### config.mk
export PLATFORM = sky130hd
export DESIGN_NAME = fan_mode_ctrl_flat
export DESIGN_NICKNAME = d
export VERILOG_FILES = /design/src/rtl/fan_pkg.sv /design/src/rtl/fan_mode_ctrl_if.sv /design/src/rtl/fan_pwm_gen.sv /design/src/rtl/fan_mode_ctrl.sv /design/src/flat_wrapper.sv
export SDC_FILE = /design/constraint.sdc
export NUM_CORES = 1
export LEC_CHECK = 0
export ABC_AREA = 1
export BUFFER_PORTS_ARGS = -buffer_cell sky130_fd_sc_hd__buf_2
export CAP_MARGIN = 25
export CORE_ASPECT_RATIO = 1.5
export CORE_UTILIZATION = 42
export CTS_BUF_LIST = sky130_fd_sc_hd__clkbuf_8
export DETAILED_ROUTE_END_ITERATION = 12
export HOLD_SLACK_MARGIN = 0.12
export REMOVE_ABC_BUFFERS = 1
export SYNTH_ARGS = -nofsm -noshare
export SYNTH_HDL_FRONTEND = slang
export SYNTH_SLANG_ARGS = --single-unit
### constraint.sdc
create_clock -name clk -period 3.7 [get_ports clk]
set_clock_uncertainty 0.05 [all_clocks]
set_input_delay 0.925 -clock clk [delete_from_list [all_inputs] [get_ports clk]]
set_output_delay 0.925 -clock clk [all_outputs]
set_load 0.03 [all_outputs]
### src/rtl/fan_pkg.sv
// Shared definitions for the desk-fan run-mode controller.
// Contents:
//   fan_state_t   - run-mode state encoding (OFF/LOW/MID/HIGH/STOP)
//   LVL_*         - fan_level output codes
//   LED_*         - one-hot level indicator patterns {HIGH,MID,LOW,STOP}
//   *_DEF         - default duty targets and ramp step
//   ramp_duty()   - one saturating ramp step towards a target duty
package fan_pkg;

    typedef enum logic [2:0] {
        ST_OFF  = 3'd0,
        ST_LOW  = 3'd1,
        ST_MID  = 3'd2,
        ST_HIGH = 3'd3,
        ST_STOP = 3'd4
    } fan_state_t;

    localparam logic [1:0] LVL_OFF  = 2'd0;
    localparam logic [1:0] LVL_LOW  = 2'd1;
    localparam logic [1:0] LVL_MID  = 2'd2;
    localparam logic [1:0] LVL_HIGH = 2'd3;

    localparam logic [3:0] LED_NONE = 4'b0000;
    localparam logic [3:0] LED_STOP = 4'b0001;
    localparam logic [3:0] LED_LOW  = 4'b0010;
    localparam logic [3:0] LED_MID  = 4'b0100;
    localparam logic [3:0] LED_HIGH = 4'b1000;

    localparam logic [7:0] DUTY_LOW_DEF  = 8'd64;
    localparam logic [7:0] DUTY_MID_DEF  = 8'd128;
    localparam logic [7:0] DUTY_HIGH_DEF = 8'd255;
    localparam logic [7:0] RAMP_STEP_DEF = 8'd4;

    // Move cur one step towards target without overshooting it. The sums
    // are formed at 9 bits so a step past 255 or below 0 clamps instead of
    // wrapping; bit 8 of the difference flags a borrow below zero.
    function automatic logic [7:0] ramp_duty(input logic [7:0] cur,
                                             input logic [7:0] target,
                                             input logic [7:0] stp);
        logic [8:0] up;
        logic [8:0] dn;
        logic [7:0] res;
        up  = {1'b0, cur} + {1'b0, stp};
        dn  = {1'b0, cur} - {1'b0, stp};
        res = cur;
        if (cur < target) begin
            res = (up > {1'b0, target}) ? target : up[7:0];
        end else if (cur > target) begin
            res = (dn[8] || (dn[7:0] < target)) ? target : dn[7:0];
        end
        return res;
    endfunction

endpackage

### src/rtl/fan_mode_ctrl_if.sv
// Button / timer / motor signal bundle of the fan run-mode controller.
//   tick, btn_pwr, btn_tim, timeout : into the controller
//   run, tim_btn, fan_level, tim_stage, duty, pwm_out, led : out of it
// Modports: master = the side driving buttons and observing outputs,
//           slave  = the controller itself.
interface fan_mode_ctrl_if;

    logic       tick;
    logic       btn_pwr;
    logic       btn_tim;
    logic       timeout;
    logic       run;
    logic       tim_btn;
    logic [1:0] fan_level;
    logic [1:0] tim_stage;
    logic [7:0] duty;
    logic       pwm_out;
    logic [3:0] led;

    modport master (
        output tick, btn_pwr, btn_tim, timeout,
        input  run, tim_btn, fan_level, tim_stage, duty, pwm_out, led
    );

    modport slave (
        input  tick, btn_pwr, btn_tim, timeout,
        output run, tim_btn, fan_level, tim_stage, duty, pwm_out, led
    );

endinterface

### src/rtl/fan_pwm_gen.sv
// 8-bit PWM generator for the fan motor.
// Ports:
//   clk      in  system clock
//   reset_n  in  asynchronous active-low reset
//   duty     in  8-bit duty; high time is duty/256 of each period
//   pwm_out  out registered PWM output
module fan_pwm_gen (
    input  logic       clk,
    input  logic       reset_n,
    input  logic [7:0] duty,
    output logic       pwm_out
);

    logic [7:0] cnt_q, cnt_d;
    logic       pwm_q, pwm_d;

    // A strict less-than keeps duty 0 constantly low and duty 255 low for
    // exactly one count per period.
    always_comb begin
        cnt_d = cnt_q + 8'd1;
        pwm_d = (cnt_q < duty);
    end

    always_ff @(posedge clk or negedge reset_n) begin
        if (!reset_n) begin
            cnt_q <= 8'd0;
            pwm_q <= 1'b0;
        end else begin
            cnt_q <= cnt_d;
            pwm_q <= pwm_d;
        end
    end

    assign pwm_out = pwm_q;

endmodule

### src/rtl/fan_mode_ctrl.sv
// Desk-fan run-mode controller.
// Sequences the power level from the power button, steps the timer stage
// from the timer button, forces a ramped stop when the countdown timer
// expires, ramps the motor duty on each tick and drives the PWM.
// Ports:
//   clk      in  system clock
//   reset_n  in  asynchronous active-low reset
//   bus      fan_mode_ctrl_if.slave:
//            tick/btn_pwr/btn_tim/timeout in,
//            run/tim_btn/fan_level/tim_stage/duty/pwm_out/led out
module fan_mode_ctrl
    import fan_pkg::*;
#(
    parameter logic [7:0] DUTY_LOW  = DUTY_LOW_DEF,
    parameter logic [7:0] DUTY_MID  = DUTY_MID_DEF,
    parameter logic [7:0] DUTY_HIGH = DUTY_HIGH_DEF,
    parameter logic [7:0] RAMP_STEP = RAMP_STEP_DEF
) (
    input  logic          clk,
    input  logic          reset_n,
    fan_mode_ctrl_if.slave bus
);

    fan_state_t state_q, state_d;
    logic       run_q, run_d;
    logic       tim_btn_q, tim_btn_d;
    logic [1:0] fan_level_q, fan_level_d;
    logic [1:0] tim_stage_q, tim_stage_d;
    logic [7:0] duty_q, duty_d;
    logic [3:0] led_q, led_d;
    logic       timeout_prev_q, timeout_prev_d;
    logic       expire;
    logic       pwm_w;
    logic [7:0] target;

    // Next state. run_q mirrors "state_q is LOW/MID/HIGH", so it doubles as
    // the active qualifier for expiry and the timer button.
    always_comb begin
        state_d        = state_q;
        timeout_prev_d = bus.timeout;
        expire         = timeout_prev_q & ~bus.timeout & run_q;
        case (state_q)
            ST_OFF:  if (bus.btn_pwr) state_d = ST_LOW;
            ST_LOW:  if (expire) state_d = ST_STOP;
                     else if (bus.btn_pwr) state_d = ST_MID;
            ST_MID:  if (expire) state_d = ST_STOP;
                     else if (bus.btn_pwr) state_d = ST_HIGH;
            ST_HIGH: if (expire || bus.btn_pwr) state_d = ST_STOP;
            // STOP cannot be aborted; it only exits once the motor is at rest.
            ST_STOP: if (duty_q == 8'd0) state_d = ST_OFF;
            default: state_d = ST_OFF;
        endcase
    end

    // Level outputs are decoded from the next state so they register on
    // the same edge as the state change.
    always_comb begin
        run_d       = 1'b0;
        fan_level_d = LVL_OFF;
        led_d       = LED_NONE;
        case (state_d)
            ST_LOW:  begin run_d = 1'b1; fan_level_d = LVL_LOW;  led_d = LED_LOW;  end
            ST_MID:  begin run_d = 1'b1; fan_level_d = LVL_MID;  led_d = LED_MID;  end
            ST_HIGH: begin run_d = 1'b1; fan_level_d = LVL_HIGH; led_d = LED_HIGH; end
            ST_STOP: led_d = LED_STOP;
            default: ;
        endcase
    end

    // Duty ramp towards the target of the current state.
    always_comb begin
        case (state_q)
            ST_LOW:  target = DUTY_LOW;
            ST_MID:  target = DUTY_MID;
            ST_HIGH: target = DUTY_HIGH;
            default: target = 8'd0;
        endcase
        duty_d = bus.tick ? ramp_duty(duty_q, target, RAMP_STEP) : duty_q;
    end

    // Timer stage: counted against the pre-transition run flag, so a timer
    // press coinciding with expiry still counts. Entering OFF clears it.
    always_comb begin
        tim_btn_d   = bus.btn_tim & run_q;
        tim_stage_d = tim_stage_q + {1'b0, tim_btn_d};
        if ((state_d == ST_OFF) && (state_q != ST_OFF)) begin
            tim_stage_d = 2'd0;
        end
    end

    always_ff @(posedge clk or negedge reset_n) begin
        if (!reset_n) begin
            state_q        <= ST_OFF;
            run_q          <= 1'b0;
            tim_btn_q      <= 1'b0;
            fan_level_q    <= LVL_OFF;
            tim_stage_q    <= 2'd0;
            duty_q         <= 8'd0;
            led_q          <= LED_NONE;
            timeout_prev_q <= 1'b1;
        end else begin
            state_q        <= state_d;
            run_q          <= run_d;
            tim_btn_q      <= tim_btn_d;
            fan_level_q    <= fan_level_d;
            tim_stage_q    <= tim_stage_d;
            duty_q         <= duty_d;
            led_q          <= led_d;
            timeout_prev_q <= timeout_prev_d;
        end
    end

    fan_pwm_gen u_pwm (
        .clk     (clk),
        .reset_n (reset_n),
        .duty    (duty_q),
        .pwm_out (pwm_w)
    );

    assign bus.run       = run_q;
    assign bus.tim_btn   = tim_btn_q;
    assign bus.fan_level = fan_level_q;
    assign bus.tim_stage = tim_stage_q;
    assign bus.duty      = duty_q;
    assign bus.pwm_out   = pwm_w;
    assign bus.led       = led_q;

endmodule
### src/flat_wrapper.sv
// flat-port wrapper written by rule: the top's interface ports become plain ports
module fan_mode_ctrl_flat import fan_pkg::*;
#(
    parameter logic [7:0] DUTY_LOW  = DUTY_LOW_DEF,
    parameter logic [7:0] DUTY_MID  = DUTY_MID_DEF,
    parameter logic [7:0] DUTY_HIGH = DUTY_HIGH_DEF,
    parameter logic [7:0] RAMP_STEP = RAMP_STEP_DEF
)
  (clk, reset_n, bus_tick, bus_btn_pwr, bus_btn_tim, bus_timeout, bus_run, bus_tim_btn, bus_fan_level, bus_tim_stage, bus_duty, bus_pwm_out, bus_led);
  fan_mode_ctrl_if bus_i ();
  input  logic clk;
  input  logic reset_n;
  input wire logic [$bits(bus_i.tick)-1:0] bus_tick;
  input wire logic [$bits(bus_i.btn_pwr)-1:0] bus_btn_pwr;
  input wire logic [$bits(bus_i.btn_tim)-1:0] bus_btn_tim;
  input wire logic [$bits(bus_i.timeout)-1:0] bus_timeout;
  output wire logic [$bits(bus_i.run)-1:0] bus_run;
  output wire logic [$bits(bus_i.tim_btn)-1:0] bus_tim_btn;
  output wire logic [$bits(bus_i.fan_level)-1:0] bus_fan_level;
  output wire logic [$bits(bus_i.tim_stage)-1:0] bus_tim_stage;
  output wire logic [$bits(bus_i.duty)-1:0] bus_duty;
  output wire logic [$bits(bus_i.pwm_out)-1:0] bus_pwm_out;
  output wire logic [$bits(bus_i.led)-1:0] bus_led;
  assign bus_i.tick = bus_tick;
  assign bus_i.btn_pwr = bus_btn_pwr;
  assign bus_i.btn_tim = bus_btn_tim;
  assign bus_i.timeout = bus_timeout;
  assign bus_run = bus_i.run;
  assign bus_tim_btn = bus_i.tim_btn;
  assign bus_fan_level = bus_i.fan_level;
  assign bus_tim_stage = bus_i.tim_stage;
  assign bus_duty = bus_i.duty;
  assign bus_pwm_out = bus_i.pwm_out;
  assign bus_led = bus_i.led;
  fan_mode_ctrl #(.DUTY_LOW(DUTY_LOW), .DUTY_MID(DUTY_MID), .DUTY_HIGH(DUTY_HIGH), .RAMP_STEP(RAMP_STEP)) u_core (.clk(clk), .reset_n(reset_n), .bus(bus_i));
endmodule
### Word-level counts from Yosys, hierarchy flattened

Index checks and enable logic that the tools add are counted.

| storage, ports and cells | value |
|---|---|
| register bits | 31 |
| input port bits | 6 |
| output and inout bits | 19 |

| operators by class | value |
|---|---|
| add/subtract/negate cells | 4 |
| $lt $le $gt $ge | 5 |
| equality and inequality tests | 8 |
| muxes and demuxes | 17 |
| bitwise operators | 4 |
| reductions and logical operators | 10 |

Operator list:

| operator | count |
|---|---|
| $mux 8 | 4 |
| $lt 8x8->1 | 3 |
| $pmux 8 s3 | 1 |
| $mux 3 | 7 |
| $pmux 4 s4 | 1 |
| $pmux 3 s5 | 1 |
| $eq 3x2->1 const B | 4 |
| $add 8x3->9 const B | 1 |
| $gt 9x8->1 | 1 |
| $sub 8x3->9 const B | 1 |
| $add 8x1->8 const B | 1 |
| $gt 8x8->1 | 1 |
| $logic_not 8->1 | 1 |
| $eq 3x1->1 const B | 2 |
| $eq 3x3->1 const B | 2 |
| $logic_not 3->1 | 2 |
| $pmux 2 s3 | 1 |
| $and 1x1->1 | 3 |
| $reduce_bool 3->1 | 1 |
| $reduce_or 3->1 | 1 |
| $add 2x1->2 | 1 |
| $logic_or 1x1->1 | 2 |
| $mux 2 | 1 |
| $reduce_and 2->1 | 1 |
| other kinds (4) | 4 |

### Depth between registers and ports, before layout

| depth | value |
|---|---|
| depth in word-level cells | 9 |
| mapped depth | 21 |

### By module

From an unflattened synthesis, not the netlist that was laid out.

| second synthesis, totals | value |
|---|---|
| cell total of the unflattened synthesis | 300 |
| area total of the unflattened synthesis | 2,302.2 um2 |

By module, submodules not included:

| module | instances | cells an instance | area an instance (um2) | sequential area each (um2) |
|---|---|---|---|---|
| fan_mode_ctrl | 1 | 244 | 1,778.0 | 526.8 |
| fan_pwm_gen | 1 | 56 | 524.3 | 225.2 |

### Worst setup path before layout

OpenSTA, ideal clock, no wires.

| path | value |
|---|---|
| kind | reg-to-reg |
| from | register u_core.state_q[2] |
| to | register u_core.duty_q[5] (netlist: u_core.bus.duty[5]) |
| arrival time | 2.340 ns |
| required time | 3.521 ns |
| setup slack | 1.181 ns |
| cell stages (with the launch flop) | 18 |
| path buffers | 0 |
| period minus slack after synthesis | 2.519 ns |
| cells stage by stage | dfrtp_1 -> nor2_4 -> inv_4 -> nor2_4 -> inv_1 -> ha_1 -> inv_1 -> nand2_1 -> inv_1 -> nand2_1 -> a21oi_1 -> inv_1 -> nand2_4 -> nand3_1 -> nand2_1 -> clkinv_1 -> nand3_1 -> o21ai_0 |

| between the ends | value |
|---|---|
| word-level cells in the longest chain between the ends | 7 |
| elaborated cells between the ends (all ways) | 15 |
| those cells by class | order compare: 4; eq/ne: 3; mux: 5; reduce/logical: 3 |

RTL lines:

| what | RTL line | source |
|---|---|---|
| start: declaration | fan_mode_ctrl.sv:24 | `fan_state_t state_q, state_d;` |
| start signal: assignment | fan_mode_ctrl.sv:102 | `state_q <= state_d;` |
| $eq 3x2->1 or $eq 3x1->1 (tied branches) | fan_mode_ctrl.sv:72 | `case (state_q)` |
| $pmux 8 s3 (*) | fan_mode_ctrl.sv:72 |  |
| $lt 8x8->1 | fan_pkg.sv:49 | `res = (dn[8] \|\| (dn[7:0] < target)) ? target : dn[7:0];` |
| $logic_or 1x1->1 | fan_pkg.sv:49 |  |
| $mux 8 | fan_pkg.sv:49 |  |
| $mux 8 | fan_pkg.sv:48 | `end else if (cur > target) begin` |
| $mux 8 | fan_pkg.sv:46 | `if (cur < target) begin` |
| end signal: assignment | fan_mode_ctrl.sv:107 | `duty_q <= duty_d;` |
| end: declaration | fan_mode_ctrl.sv:29 | `logic [7:0] duty_q, duty_d;` |

Mark *: on every way between the ends. The rest lies on a longest branch, timed or not. The select of a mux whose other input is x is not followed.
A chain may end at the register's enable or synchronous reset.

### Final worst setup path

| path | value |
|---|---|
| from | register u_core.state_q[0] |
| to | register u_core.duty_q[4] (netlist: u_core.bus.duty[4]) |

The elaborated chain is that of the path after synthesis.

==> impl_results.rst <==
.. list-table::
   :header-rows: 1

   * - Metric
     - Value
   * - Top-level port count
     - 25
   * - DIE AREA
     - 5610 um2
   * - Standard cell core area
     - 5120 um2
   * - Clock transition at the register clock pins on the worst setup and hold paths after CTS
     - 0.07 ns
   * - Total number of nets in the final design
     - 352
   * - Worst Path Class, Setup
     - flop to flop
   * - Synth Cell Area
     - 2230 um2
   * - DR DRC count
     - 0
   * - Number of max-cap violations
     - 0
   * - Total track usage
     - 21.8%
   * - FP Rows
     - 32
   * - Clock period minus final worst setup slack
     - 3.12 ns
   * - Area delta synth->final
     - 12.5%
   * - Transition time of the tightest slew-check pin
     - 0.661 ns
   * - Initial core utilization
     - 43.5%
   * - Sum of negative setup slack
     - 0 ns
   * - Worst hold slack
     - 0.427 ns
   * - Synthesized area per cell
     - 7.80 um2
   * - TritonCTS clock tree
     - yes
   * - Vias/cell
     - 5.12
   * - Gate count of the mapped netlist
     - 286
   * - Share of layout cells above drive strength 1
     - 14.9%
   * - Vias
     - 1967
   * - Number of register bits inferred by synthesis
     - 30
   * - Fmax
     - 320 MHz
   * - Half-perimeter wire length of the detailed placement result
     - 4160 um
   * - Number of input and output port buffers inserted
     - 24
   * - Clock Tree Root
     - clkbuf_8
   * - Hold violation total from the final report
     - 0
   * - Number of inserted diodes
     - 0
   * - Final count of negative-setup-slack endpoints
     - 0
   * - Startpoint type of the worst setup path
     - flop
   * - Maximum number of pins on one net before global-route repair
     - 31
   * - Wire length of the first global-routing pass
     - 8960 um
   * - Average routed wire per standard cell
     - 13.9 um
   * - Yosys warning count
     - 0
   * - Post-detailed-route count of antenna-violating nets
     - 0
   * - Outcome
     - complete, no violations
   * - Unrepaired setup endpoints after global routing
     - false
   * - Overall overflow remaining after global route
     - 0
   * - Vias in the first global route
     - 1983
   * - Total Routed Length
     - 5330 um
   * - Required time at the worst-slack endpoint
     - 3.79 ns
   * - Maximum count of clock buffers along a single path
     - 2
   * - Final period util
     - 84.3%
   * - Final Max Slew Viols
     - 0
   * - Critical path peak fanout
     - 15
   * - Clock sink total
     - 30
   * - HP Class
     - flop to flop
   * - First-iteration detailed-routing DRC count
     - 65
   * - Die Height
     - 91.3 um
   * - Final estimated routing congestion in global placement
     - 0.933
   * - Number of hold buffers added after cts
     - 0
   * - Length of the first detailed-routing pass in iterations
     - 4
   * - Post-CTS setup-driven buffer insertion count
     - 0
   * - Sequential fraction of the synthesis area
     - 33.7%
   * - Clock insertion delay at the later pin of the skew report
     - 0.28 ns
   * - Relative slew slack
     - 55.9%
   * - Antenna violations before repair
     - 0
   * - Total CTS buffers
     - 5
   * - H-Tree Level Count
     - 2
   * - Resized Gates After CTS
     - 0
   * - Critical path data arrival time
     - 3.21 ns
   * - Horizontal extent of the die
     - 61.5 um
   * - Count of unique library cells instantiated by Yosys
     - 32
   * - Element type at the critical path end
     - flop
==> state kept, by name (all words and copies together) (netlist names) <==
signal	flops
u_core.bus.run	1
u_core.bus.led	4
u_core.u_pwm.pwm_out	1
u_core.bus.tim_stage	2
u_core.bus.duty	7
u_core.state_q	3
u_core.bus.fan_level	2
u_core.bus.tim_btn	1
u_core.u_pwm.cnt_q	8
u_core.timeout_prev_q	1
==> cell type report <==
type / instances / area (um2)
multi-input combinational: 213 / 1300
clock inverter: 2 / 8.76
clock buffer: 6 / 82.6
fill: 554 / 2620
inverter: 41 / 156
timing repair buffer: 24 / 120
sequential: 30 / 752
tap: 68 / 85.1
==> cells in the mapped netlist <==
library cell / count / share of area [%]
o21ai_2: 1 / 0.39
o2111ai_1: 1 / 0.39
nand3b_1: 1 / 0.34
o22ai_1: 1 / 0.28
xor2_1: 8 / 3.1
inv_4: 1 / 0.28
ha_1: 31 / 17
xnor2_1: 3 / 1.2
nand4_1: 4 / 1.1
nand3_1: 37 / 8.3
dfrtp_1: 29 / 33
o21a_1: 2 / 0.67
inv_1: 39 / 6.6
buf_6: 1 / 0.50
a21oi_1: 10 / 2.2
nor3b_1: 1 / 0.34
nor2_2: 1 / 0.28
dfstp_2: 1 / 1.2
nor4_1: 1 / 0.28
nor2_4: 2 / 1.0
o21ai_0: 5 / 1.1
nand2_1: 55 / 9.3
nor2_1: 31 / 5.2
a21o_1: 1 / 0.34
buf_4: 1 / 0.34
a21boi_0: 2 / 0.67
o21ai_1: 1 / 0.22
nand2_2: 9 / 2.5
clkinv_1: 1 / 0.17
nand2_4: 1 / 0.50
o211ai_1: 3 / 1.0
nor3_1: 1 / 0.22
==> per-stage QoR <==
stage / setup WS, ns / instances / utilization [%] / instance area [um2]
final: 0.580 / 384 / 49.0 / 2510
after global routing: 0.279 / 384 / 49.0 / 2510
after CTS: 0.550 / 384 / 49.0 / 2510
after detailed placement: 0.573 / 376 / 47.2 / 2420
after global placement: 0.649 / 376 / 47.2 / 2420
after floorplan: 1.18 / 284 / - / 2210
==> metal layers <==
layer,part of all wire [%],GRT usage [%],wire [um]
met5,0,0,0
met4,4.1,14.8,221
met3,3.5,2.99,188
met2,53,36.3,2830
met1,39,24.5,2090
==> logic make-up (layout without fill, tap and decap cells) <==
group,count (synthesis),after routing,synth area share [%]
and+or+nand+nor,144,144,29.4
DFF,30,30,33.7
buffers and inverters,43,73,7.85
AOI/OAI and AO/OA,27,27,7.35
xor gates and xnor gates,11,11,4.32
adders and majority gates,31,31,17.4
==> critical path, cell delays in order, from the launching register on <==
cell,delay [ns]
dfrtp_1,0.37
inv_1,0.09
nor2_4,0.14
inv_4,0.08
nor2_4,0.23
inv_1,0.30
ha_1,0.36
inv_1,0.05
nand2_1,0.05
inv_1,0.05
nand2_1,0.04
a21oi_1,0.12
inv_1,0.08
nand2_4,0.11
nand3_1,0.08
nand2_1,0.21
clkinv_1,0.29
nand3_1,0.15
o21ai_0,0.11
==> worst paths after layout <==
kind                                        from                 endpoint  slack [ns]  depth (start not counted)
min in group asynchronous                reset_n    u_core.u_pwm.cnt_q[7]        0.62                          1
min                        u_core.u_pwm.cnt_q[0]    u_core.u_pwm.cnt_q[0]        0.43                          1
max                            u_core.state_q[0]       u_core.bus.duty[4]        0.58                         18
max reg2reg                    u_core.state_q[0]       u_core.bus.duty[4]        0.58                         18
max in group asynchronous                reset_n  u_core.bus.tim_stage[0]        2.54                          1
min reg2reg                u_core.u_pwm.cnt_q[0]    u_core.u_pwm.cnt_q[0]        0.43                          1
==> cells in the final DEF, fill, tap and decap left out <==
cell        n
a21boi_0    2
a21o_1      1
a21oi_1    10
buf_2      24
clkbuf_8    6
clkinv_1    1
clkinv_2    1
dfrtp_1    29
dfstp_2     1
ha_1       31
inv_1      40
inv_4       1
nand2_1    55
nand2_2     9
nand2_4     1
nand3_1    37
nand3b_1    1
nand4_1     4
nor2_1     31
nor2_2      1
nor2_4      2
nor3_1      1
nor3b_1     1
nor4_1      1
o2111ai_1   1
o211ai_1    3
o21a_1      2
o21ai_0     5
o21ai_1     1
o21ai_2     1
o22ai_1     1
xnor2_1     3
xor2_1      8
Power is not shown: default switching activity piles up to over one toggle a cycle in this logic, so the estimate is an artifact.
